**src/rtl/vector_assembler_pkg.sv**
```systemverilog
// Shared constants and types for the vector assembler.
// Also reused by the position detector bench for round trips.
package vector_assembler_pkg;

  localparam int VEC_W = 32;
  localparam int POS_W = 6;
  localparam int MAX_BEATS = 32;

  localparam logic [POS_W-1:0] EMPTY_CODE = 6'd32;

  localparam int ERR_ILLEGAL = 0;
  localparam int ERR_OVF = 1;

  typedef enum logic {
    ACC = 1'b0,
    OUT = 1'b1
  } state_e;

endpackage

```
**src/rtl/vec_popcount.sv**
```systemverilog
// Combinational population count of a bit vector.
// Result width must hold VEC_W itself.
module vec_popcount #(
  parameter int VEC_W = 32,
  parameter int POS_W = 6
) (
  input  logic [VEC_W-1:0] vec,
  output logic [POS_W-1:0] cnt
);

  // Sum of all bits; synthesis reduces this to an adder tree.
  always_comb begin
    cnt = '0;
    for (int i = 0; i < VEC_W; i++) begin
      cnt = cnt + POS_W'(vec[i]);
    end
  end

endmodule

```
**src/rtl/vector_assembler.sv**
```systemverilog
// Rebuilds a bit vector from a stream of bit-position codes.
// Emits the vector and its popcount when the last beat lands.
module vector_assembler #(
  parameter int VEC_W = vector_assembler_pkg::VEC_W,
  parameter int POS_W = vector_assembler_pkg::POS_W,
  parameter int MAX_BEATS = vector_assembler_pkg::MAX_BEATS
) (
  input  logic             clk,
  input  logic             rst,
  input  logic [POS_W-1:0] pos_in,
  input  logic             pos_valid,
  input  logic             pos_last,
  output logic             pos_ready,
  output logic [VEC_W-1:0] vec_out,
  output logic [POS_W-1:0] vec_cnt,
  output logic             vec_valid,
  input  logic             vec_ready,
  input  logic             clr_err,
  output logic [1:0]       err
);

  import vector_assembler_pkg::*;

  localparam int IDX_W = $clog2(VEC_W);
  localparam int CNT_W = $clog2(MAX_BEATS + 1);

  state_e           state;
  state_e           state_d;
  logic [VEC_W-1:0] accum;
  logic [VEC_W-1:0] accum_d;
  logic [VEC_W-1:0] accum_next;
  logic [VEC_W-1:0] onehot;
  logic [CNT_W-1:0] beat_cnt;
  logic [CNT_W-1:0] beat_d;
  logic [CNT_W-1:0] beat_inc;
  logic [VEC_W-1:0] vec_out_d;
  logic [POS_W-1:0] vec_cnt_d;
  logic [POS_W-1:0] pc;
  logic [1:0]       err_d;
  logic             rdy_en;
  logic             accept;
  logic             illegal;
  logic             hit_max;
  logic             close;

  assign pos_ready  = (state == ACC) & rdy_en;
  assign vec_valid  = (state == OUT);
  assign accept     = pos_valid & pos_ready;
  assign accum_next = accum | onehot;
  assign beat_inc   = beat_cnt + CNT_W'(1);
  assign hit_max    = (beat_inc == CNT_W'(MAX_BEATS));
  assign close      = accept & (pos_last | hit_max);

  // Decode the position code into a one-hot bit or an error.
  always_comb begin
    onehot  = '0;
    illegal = 1'b0;
    unique case (1'b1)
      (pos_in < POS_W'(VEC_W)):  onehot[pos_in[IDX_W-1:0]] = 1'b1;
      (pos_in == POS_W'(VEC_W)): illegal = 1'b0;
      default:                   illegal = 1'b1;
    endcase
  end

  vec_popcount #(
    .VEC_W(VEC_W),
    .POS_W(POS_W)
  ) u_pc (
    .vec(accum_next),
    .cnt(pc)
  );

  // Next-state: accumulate beats, close vectors, track errors.
  always_comb begin
    state_d   = state;
    accum_d   = accum;
    beat_d    = beat_cnt;
    vec_out_d = vec_out;
    vec_cnt_d = vec_cnt;
    err_d     = err;
    if (clr_err) err_d = '0;
    if (accept) begin
      accum_d = accum_next;
      beat_d  = beat_inc;
      if (illegal) err_d[ERR_ILLEGAL] = 1'b1;
      if (close) begin
        vec_out_d = accum_next;
        vec_cnt_d = pc;
        accum_d   = '0;
        beat_d    = '0;
        state_d   = OUT;
        if (!pos_last) err_d[ERR_OVF] = 1'b1;
      end
    end
    if (state == OUT && vec_ready) state_d = ACC;
  end

  // State and datapath registers.
  always_ff @(posedge clk or posedge rst) begin
    if (rst) begin
      state    <= ACC;
      accum    <= '0;
      beat_cnt <= '0;
      vec_out  <= '0;
      vec_cnt  <= '0;
      err      <= '0;
      rdy_en   <= 1'b0;
    end else begin
      state    <= state_d;
      accum    <= accum_d;
      beat_cnt <= beat_d;
      vec_out  <= vec_out_d;
      vec_cnt  <= vec_cnt_d;
      err      <= err_d;
      rdy_en   <= 1'b1;
    end
  end

endmodule

```
**config.mk**
```make
export PLATFORM = sky130hd
export DESIGN_NAME = vector_assembler
export DESIGN_NICKNAME = d
export VERILOG_FILES = /design/src/rtl/vector_assembler_pkg.sv /design/src/rtl/vec_popcount.sv /design/src/rtl/vector_assembler.sv
export SDC_FILE = /design/constraint.sdc
export NUM_CORES = 1
export LEC_CHECK = 0
export BUFFER_PORTS_ARGS = -buffer_cell sky130_fd_sc_hd__buf_4
export CAP_MARGIN = 20
export CORE_ASPECT_RATIO = 0.8
export CORE_MARGIN = 4
export CORE_UTILIZATION = 61
export CTS_BUF_LIST = sky130_fd_sc_hd__clkbuf_4 sky130_fd_sc_hd__clkbuf_8
export CTS_CLUSTER_SIZE = 30
export DETAILED_ROUTE_END_ITERATION = 10
export GPL_ROUTABILITY_DRIVEN = 0
export PLACE_DENSITY = 0.92
export SETUP_SLACK_MARGIN = 0.02
export SLEW_MARGIN = 10
export SYNTH_ARGS = -nofsm -noshare
export SYNTH_HDL_FRONTEND = slang
export SYNTH_HIERARCHICAL = 1
export SYNTH_SLANG_ARGS = --single-unit
```
**constraint.sdc**
```tcl
create_clock -name clk -period 6.4 [get_ports clk]
set_clock_uncertainty 0.15 [all_clocks]
set_input_delay 0.96 -clock clk [delete_from_list [all_inputs] [get_ports clk]]
set_output_delay 0.96 -clock clk [all_outputs]
set_load 0.05 [all_outputs]
```
# Word-level counts from Yosys, hierarchy flattened
# Index checks and enable logic that the tools add are counted.
dict set report totals {
  register_bits 80
  latchBits 0
  mem_bits_rw 0
  romBits 0
  output_inout_bits 42
  n_memories 0
}
dict set report classes {
  n_addsub 32
  mul 0
  n_div 0
  order_cmp 3
  n_eq_ne 2
  shifts 0
  mux 13
  bitwise 6
  reduce_logical 7
}
# op n
set op_table {}
lappend op_table {{$add A6 B1 Y6} 30}
lappend op_table {{$mux W32} 2}
lappend op_table {{$or A32 B32 Y32} 1}
lappend op_table {{$eq A6 B6 Y1 const B} 2}
lappend op_table {{$mux W1} 7}
lappend op_table {{$add A6 B1 Y6 const B} 1}
lappend op_table {{$lt A5 B6 Y1 const B} 1}
lappend op_table {{$lt A6 B6 Y1 const B} 1}
lappend op_table {{$mux W6} 1}
lappend op_table {{$demux W1 S5} 1}
lappend op_table {{$ge A5 B1 Y1 const B} 1}
lappend op_table {{$mux W2} 2}
lappend op_table {{$reduce_and A2 Y1} 2}
lappend op_table {{$reduce_bool A2 Y1} 2}
lappend op_table {{$and A1 B1 Y1} 3}
lappend op_table {{$add A1 B1 Y2} 1}
lappend op_table {{$logic_and A1 B1 Y1} 2}
lappend op_table {{$reduce_or A2 Y1} 1}
lappend op_table {{$not A1 Y1} 1}
lappend op_table {{$or A1 B1 Y1} 1}

# Longest topological paths before layout
# Gate-level depths: netlist of the first run.
dict set report logic_depth {
  word_depth 37
  mapped_depth 21
}

# By module
# Netlist of the first run, hierarchy kept.
# module n_inst cells_each area_each_um2 seq_area_each_um2
set by_module_without_submodules {}
lappend by_module_without_submodules {vector_assembler 1 301 3692.3 2001.9}
lappend by_module_without_submodules {vec_popcount 1 90 833.3 0.0}

# Worst setup path before layout of the first run
# OpenSTA, ideal clock, no wires.
dict set report synth_path {
  path_kind {input port to flip-flop}
  from {input pos_in[2]}
  to {register vec_cnt[4]}
  setup_ns 0.125
  t_arrival_ns 6.243
  setup_slack_ns -0.118
  cell_stages 16
  path_buffers 1
  path_cell_list {clkbuf_1 nor3_1 a21o_1 inv_1 fa_1 fa_1 fa_1 fa_1 fa_1 fa_1 fa_1 fa_1 nand2b_1 a21oi_2 xor2_1 mux2_4}
}
dict set report synth_via {
  word_cells_on_any_way 39
  cone_classes {add/sub (31); order compare (3); mux (3); bitwise (1); reduce/logical (1)}
}
# item line
set synth_lines {}
lappend synth_lines {{from (decl)} vector_assembler.sv:10} ;# input logic [POS_W-1:0] pos_in,
lappend synth_lines {{$lt A5 B6 Y1 (not written as such) or $ge A5 B1 Y1 (tied branches)} vector_assembler.sv:59} ;# (pos_in < POS_W'(VEC_W)): onehot[pos_in[IDX_W-1:0]] = 1'b1;
lappend synth_lines {{$logic_and A1 B1 Y1 (not written as such)} vector_assembler.sv:59}
lappend synth_lines {{$mux W1 (not written as such)} vector_assembler.sv:59}
lappend synth_lines {{$demux W1 S5} vector_assembler.sv:59}
lappend synth_lines {{$mux W32 *} vector_assembler.sv:58} ;# unique case (1'b1)
lappend synth_lines {{$or A32 B32 Y32 *} vector_assembler.sv:49} ;# assign accum_next = accum | onehot;
lappend synth_lines {{named net accum_next[2]} vector_assembler.sv:31} ;# logic [VEC_W-1:0] accum_next;
lappend synth_lines {{$add A6 B1 Y6 * (30 in a row)} vec_popcount.sv:15} ;# cnt = cnt + POS_W'(vec[i]);
lappend synth_lines {{named net pc[4]} vector_assembler.sv:38} ;# logic [POS_W-1:0] pc;
lappend synth_lines {{to (signal assigned)} vector_assembler.sv:113} ;# vec_cnt <= vec_cnt_d;
lappend synth_lines {{to (decl)} vector_assembler.sv:15} ;# output logic [POS_W-1:0] vec_cnt,
# The timed path passes the listed nets; every way through them passes the cells marked *.
# A chain may end at the register's enable or synchronous reset.

# Worst setup path after layout of the first run
dict set report layout_path {
  from {input pos_in[5]}
  to {register vec_cnt[4]}
}
dict set report layout_via {
  word_cells_on_any_way 34
  cone_classes {add/sub (31); order compare (1); mux (1); bitwise (1)}
}
# item line
set layout_lines {}
lappend layout_lines {{$lt A6 B6 Y1} vector_assembler.sv:59}
lappend layout_lines {{$mux W32} vector_assembler.sv:58}
lappend layout_lines {{$or A32 B32 Y32} vector_assembler.sv:49}
lappend layout_lines {{named net accum_next[3]} vector_assembler.sv:31}
lappend layout_lines {{$add A6 B1 Y6 (29 in a row)} vec_popcount.sv:15}
lappend layout_lines {{named net pc[4]} vector_assembler.sv:38}
# The timed path passes the listed nets, and every way through them passes these cells.

==> impl_metrics.tcl, run 1 <==
set metrics [dict create \
    outcome "completed" \
    p_leak_uw 0.00298 \
    wl_met1_um 4430 \
    tightest_slew_ps 645 \
    required_ps 6500 \
    cts_resized 0 \
    clkPwrFrac_pct 33.1 \
    num_vias 3175 \
    grt_pass1_wl_um 16500 \
    first_pass_iters 5 \
    ios 54 \
    clk_pin_slew_worst_paths_ps 90 \
    top_layer "met4" \
    final_cell_mix "80 x dfrtp_1, 71 x buf_4, 49 x inv_1" \
    ys_async_sr_fraction_pct 100 \
    die_area_um2 8870 \
    die_y_um 85.0 \
    synth-main-ff-cell "dfrtp_1" \
    vias_per_cell 5.83 \
    grt_max_degree 81 \
    detailed_place.area_um2 5010 \
    final_area_um2 5290 \
    cts_buffers 9 \
    relSlewSlack_pct 57.0 \
    dp_hpwl_um 7210 \
    htree_levels 3 \
    fin_ws_ps 215 \
    crit_end "vec_cnt[4]" \
    clock-sinks 80 \
    final_util_pct 74.9 \
    ff2ff_setup_slack_ps 960 \
    dr_wl_met2_um 4850 \
    min_period_ps 6190 \
    crit_path_start "pos_in[5]" \
    drive_above_1_share_pct 30.6 \
    r2r-end "vec_cnt[4]" \
    syn_avg_cell_area_um2 11.6 \
    rsz0062_at_grt "no" \
    core_area_um2 7060 \
    slew_viol_final 0 \
    route.antenna.remaining_nets 0 \
    switchingPower_uw 439 \
    clockBufferDepth 2 \
    port_buffers 53 \
    wl_met3_um 689 \
    cp_slowest_stage_delay_ps 600 \
    finalWirelength_um 10200 \
    reg2reg_from "accum[19]" \
    ff2ff_path_depth 16 \
    antenna_found_initial 0 \
    fin_nets 498 \
    drtIter0Drc 167 \
    cts_tree "built" \
    yosysSeqAreaShare_pct 44.2 \
    min_path_cells 2 \
    synthCells 391 \
    setup_viol 0 \
    die_width_um 104 \
    dp_slack_ps -163 \
    synth_edf_count 0 \
    synth_cell_type_count 43 \
    drc 0 \
    holdBufCountCts 0 \
    worst_setup_path_end_kind "flip-flop" \
    ys_warn_count 6 \
    netlist_area_um2 4530 \
    intPower_uw 957 \
    routedWlPerCell_um 18.6 \
    timing.fmax_ghz 0.162 \
    critical_path_class "in2reg" \
    hold_viol 0 \
    grt_use_total_pct 23.9 \
    rows 27 \
    synth_nets 436 \
    min_path_type "reg2reg" \
    pwr-share-seq_pct 41.0 \
    syn_to_final_growth_pct 16.9 \
    cts-root-buf "clkbuf_8" \
    clkLatencyLatePin_ps 360 \
    path_max_fanout 9 \
    layout_commonest_cell "dfrtp_1" \
    maxCapViolations 0 \
    startpoint_type "primary input" \
    timing.critical_path.cells "buf_4 > and3b_1 > a21o_1 > inv_1 > fa_1 > fa_1 > fa_1 > fa_1 > fa_1 > fa_1 > fa_1 > fa_1 > nand2b_1 > a21oi_2 > xor2_1 > mux2_4" \
    p_sw_share_pct 31.5 \
    combPwrFrac_pct 25.9 \
    critPathArrivalTime_ps 6290 \
    cts_setup_buffers 0 \
    synth-seq-cells 80 \
    grt_overflow 0 \
    initial_core_util_pct 64.1 \
    p_per_area_nw_per_um2 264 \
    slowest_stage "fa_1" \
    crit_path_frequent_cell "fa_1" \
    fin_crit_sh_pct 96.6 \
    n_antenna_cell 0 \
    finalSetupTns_ps 0 \
    grt_pass1_vias 3221 \
    ir_worst_vdd_uv 136 \
]
-- critical path, delay by kind of cell --
kind / cells / cell delay [ps]
adder cells (fa/ha/maj): 8 / 3810
buffers and inverters: 2 / 200
AO/OA/AOI/OAI: 2 / 350
XOR/XNOR: 1 / 90
multiplexers: 1 / 260
AND/OR/NAND/NOR: 2 / 640
-- power groups by stage --
stage | sequential (µW) | combinational (µW) | clock [µW]
after floorplan | 650 | 194 | 0
after global placement | 578 | 343 | 0
after detailed placement | 581 | 356 | 0
after CTS | 572 | 359 | 468
after global routing | 578 | 388 | 494
final | 573 | 362 | 462
-- cells in the mapped netlist (all sizes together), types with 8 or more instances --
master,number,share of area [%]
inv,50,4.1
ha,9,2.5
buf,13,3.2
dfrtp,80,44
fa,24,11
nor2,40,3.7
a21o,33,5.5
a21oi,36,4.3
nand2,13,1.1
mux2,40,13
clkbuf,8,0.66
-- final cells by class --
type | count | area (µm²)
timing repair buffer | 72 | 561
clock inverter | 5 | 104
fill | 441 | 1770
clock buffer | 11 | 145
multi-input combinational | 240 | 2180
inverter | 50 | 188
tap | 87 | 109
sequential | 80 | 2000
-- how the worst min path moves through the flow --
stage               from        end  slack, ps
2_1_floorplan   accum[0]   accum[0]        310
3_3_place_gp    accum[0]   accum[0]        330
3_5_place_dp   accum[31]  accum[31]        340
4_1_cts        accum[31]  accum[31]        360
5_1_grt        accum[31]  accum[31]        380
6_report       accum[10]  accum[10]        360
-- sequential cells by signal (all words and copies together) (netlist names) --
signal and flops:
vec_out 32, rdy_en 1, vec_cnt 6, accum 32, err 2, vec_valid 1, beat_cnt 6
-- routing by layer --
metal | up-vias | global-route usage, %
met5 | - | 0
met4 | 0 | 6.52
met3 | 25 | 6.69
met2 | 134 | 37.2
met1 | 1599 | 33.2
li1 | 1417 | -
-- kinds of logic (layout without fill, tap and decap cells) --
family                     after synthesis  after routing  synth area share, %
AOI/OAI and AO/OA                       82             82                 12.1
and+or+nand+nor                         81             81                 9.07
DFF                                     80             80                 44.2
buffers and inverters                   71            138                 8.02
muxes                                   40             40                 12.9
adders and majority gates               33             33                 13.1
xor gates and xnor gates                 3              3                0.581
other                                    1              1               0.0829
-- stage by stage --
stage	total power (µW)	std cells	hold WS (ps)
2_1_floorplan	844	391	314
3_3_place_gp	921	528	327
3_5_place_dp	937	528	338
4_1_cts	1400	544	357
5_1_grt	1460	545	379
6_report	1400	545	356
Power figures use the tool's default switching activity.
==> run 2: changes to the inputs <==
CORE_ASPECT_RATIO = 0.7   (was 0.8)
PLACE_DENSITY = 0.79   (was 0.92)
REMOVE_ABC_BUFFERS = 1   (was unset)
==> run 2 against run 1 <==
  * Combinational power is 3% lower
  * Via count down 5.2%
  * Sequential power barely moved
  * First-iteration DRC count down 11%
  * Flip-flop and latch count is the same
  * Global-route usage decreased by 0.96 points
  * Die area up 0.15%
  * Worst hold slack got worse by 2.8 ps
  * Design area down 2.0%
  * Register-to-register slack improved by 60 ps
  * Cell count rose by 1.3%
  * Critical endpoint unchanged
==> impl_metrics.tcl, run 2 (synthesis gave the netlist of run 1 again) <==
set metrics [dict create \
    grt_overflow 0 \
    use_met3_pct 7.08 \
    tightest_slew_ps 992 \
    gr-usage-met2_pct 36.4 \
    dp_hpwl_um 6870 \
    clk_pin_slew_worst_paths_ps 90 \
    slew_viol_final 0 \
    dp_slack_ps -149 \
    detailed_place.area_um2 5010 \
    fin_nets 498 \
    rows 25 \
    min_path_type "reg2reg" \
    grt_pass1_wl_um 15800 \
    timing.fmax_ghz 0.162 \
    required_ps 6500 \
    drtIter0Drc 149 \
    critical_path_class "in2reg" \
    clock-sinks 80 \
    cpLargestDelayFamily "adder cells" \
    p_per_area_nw_per_um2 243 \
    grt_max_degree 81 \
    path_max_fanout 9 \
    cts_setup_buffers 0 \
    final_util_pct 74.3 \
    syn_to_final_growth_pct 14.5 \
    cts_buffers 9 \
    die_y_um 80.1 \
    fin_crit_sh_pct 96.6 \
    final_area_um2 5180 \
    reg.largest.list "accum (32), vec_out (32)" \
    maxCapViolations 0 \
    rsz0062_at_grt "no" \
    die_area_um2 8880 \
    ir_worst_vdd_uv 152 \
    port_buffers 53 \
    gr-usage-met1_pct 30.6 \
    layout_commonest_cell "dfrtp_1" \
    worst_setup_path_end_kind "flip-flop" \
    startpoint_type "primary input" \
    clockBufferDepth 2 \
    stdcell_count 552 \
    grt_pass1_vias 3182 \
    cp_slowest_stage_delay_ps 600 \
    fin_ws_ps 215 \
    ff2ff_setup_slack_ps 1020 \
    initial_core_util_pct 64.9 \
    drive_above_1_share_pct 29.7 \
    ios 54 \
    drc 0 \
    cts-root-buf "clkbuf_8" \
    grt_busiest_layer "met2" \
    path_buf_inv 2 \
    finalWirelength_um 9370 \
    antenna_found_initial 0 \
    clkLatencyLatePin_ps 360 \
    first_pass_iters 4 \
    num_vias 3010 \
    grt_use_total_pct 22.9 \
    setup_viol 0 \
    hold_viol 0 \
    n_antenna_cell 0 \
    holdBufCountCts 0 \
    vias_per_cell 5.45 \
    dp.cells 536 \
    slowest_stage "fa_1" \
    route.antenna.remaining_nets 0 \
    cts_resized 0 \
    power_uw 1260 \
    routedWlPerCell_um 17.0 \
    relSlewSlack_pct 33.9 \
    outcome "completed" \
    timing.critical_path.cells "buf_4 > and3b_1 > a21o_1 > inv_1 > fa_1 > fa_1 > fa_1 > fa_1 > fa_1 > fa_1 > fa_1 > fa_1 > nand2b_1 > a21oi_2 > xor2_1 > mux2_4" \
    final_cell_mix "80 x dfrtp_1, 72 x buf_4, 49 x inv_1" \
    cts_tree "built" \
    crit_path_frequent_cell "fa_1" \
    htree_levels 3 \
    critPathArrivalTime_ps 6290 \
    core_area_um2 6980 \
    p_leak_uw 0.00292 \
    die_width_um 111 \
    min_period_ps 6180 \
]
run 2: changes by cell type in the layout (fill, tap and decap cells not counted), moves of 2 or more:
| cell | previous run | this run |
|---|---|---|
| nor3b_2 | 5 | 2 |
| nor3b_1 | 0 | 3 |
| bufinv_16 | 3 | 0 |
| clkinvlp_4 | 0 | 2 |
run 2: metrics by stage:
step / hold WS, ps / TNS, ps
finish: 353 / 0
global route: 370 / 0
CTS: 356 / 0
detailed placement: 339 / -173
global placement: 327 / -23.9
floorplan: 314 / 0
run 2: final timing paths:
kind	end	from	cells past startpoint
max in group asynchronous	vec_out[14]	rst	3
min in group asynchronous	vec_valid	rst	3
max	vec_cnt[4]	pos_in[5]	16
min	accum[12]	accum[12]	2
min reg2reg	accum[12]	accum[12]	2
max reg2reg	vec_cnt[4]	accum[19]	16
run 2: per-layer routing:
layer | wire length [µm] | vias to the layer above
met5 | 0 | -
met4 | 73 | 0
met3 | 638 | 8
met2 | 4320 | 78
met1 | 4340 | 1514
li1 | - | 1410
run 2: worst register-to-register path: cells and delay by family (launching register included):
kind / cells / cell delay (ps)
AO/OA/AOI/OAI: 2 / 330
XOR/XNOR: 1 / 80
adder cells (fa/ha/maj): 8 / 3770
buffers and inverters: 3 / 150
flip-flops: 1 / 380
multiplexers: 1 / 260
AND/OR/NAND/NOR: 1 / 170
run 2: final cells by class:
type	instances	area, µm²
fill	479	1790
timing repair buffer	72	541
inverter	50	188
tap	94	118
sequential	80	2000
multi-input combinational	240	2160
clock inverter	5	33.8
clock buffer	11	139
run 2: power breakdown:
| part | internal [µW] | switching, µW | total (µW) |
|---|---|---|---|
| combinational | 138 | 214 | 352 |
| clock | 149 | 188 | 336 |
| sequential | 541 | 29.5 | 571 |
| total | 828 | 431 | 1260 |
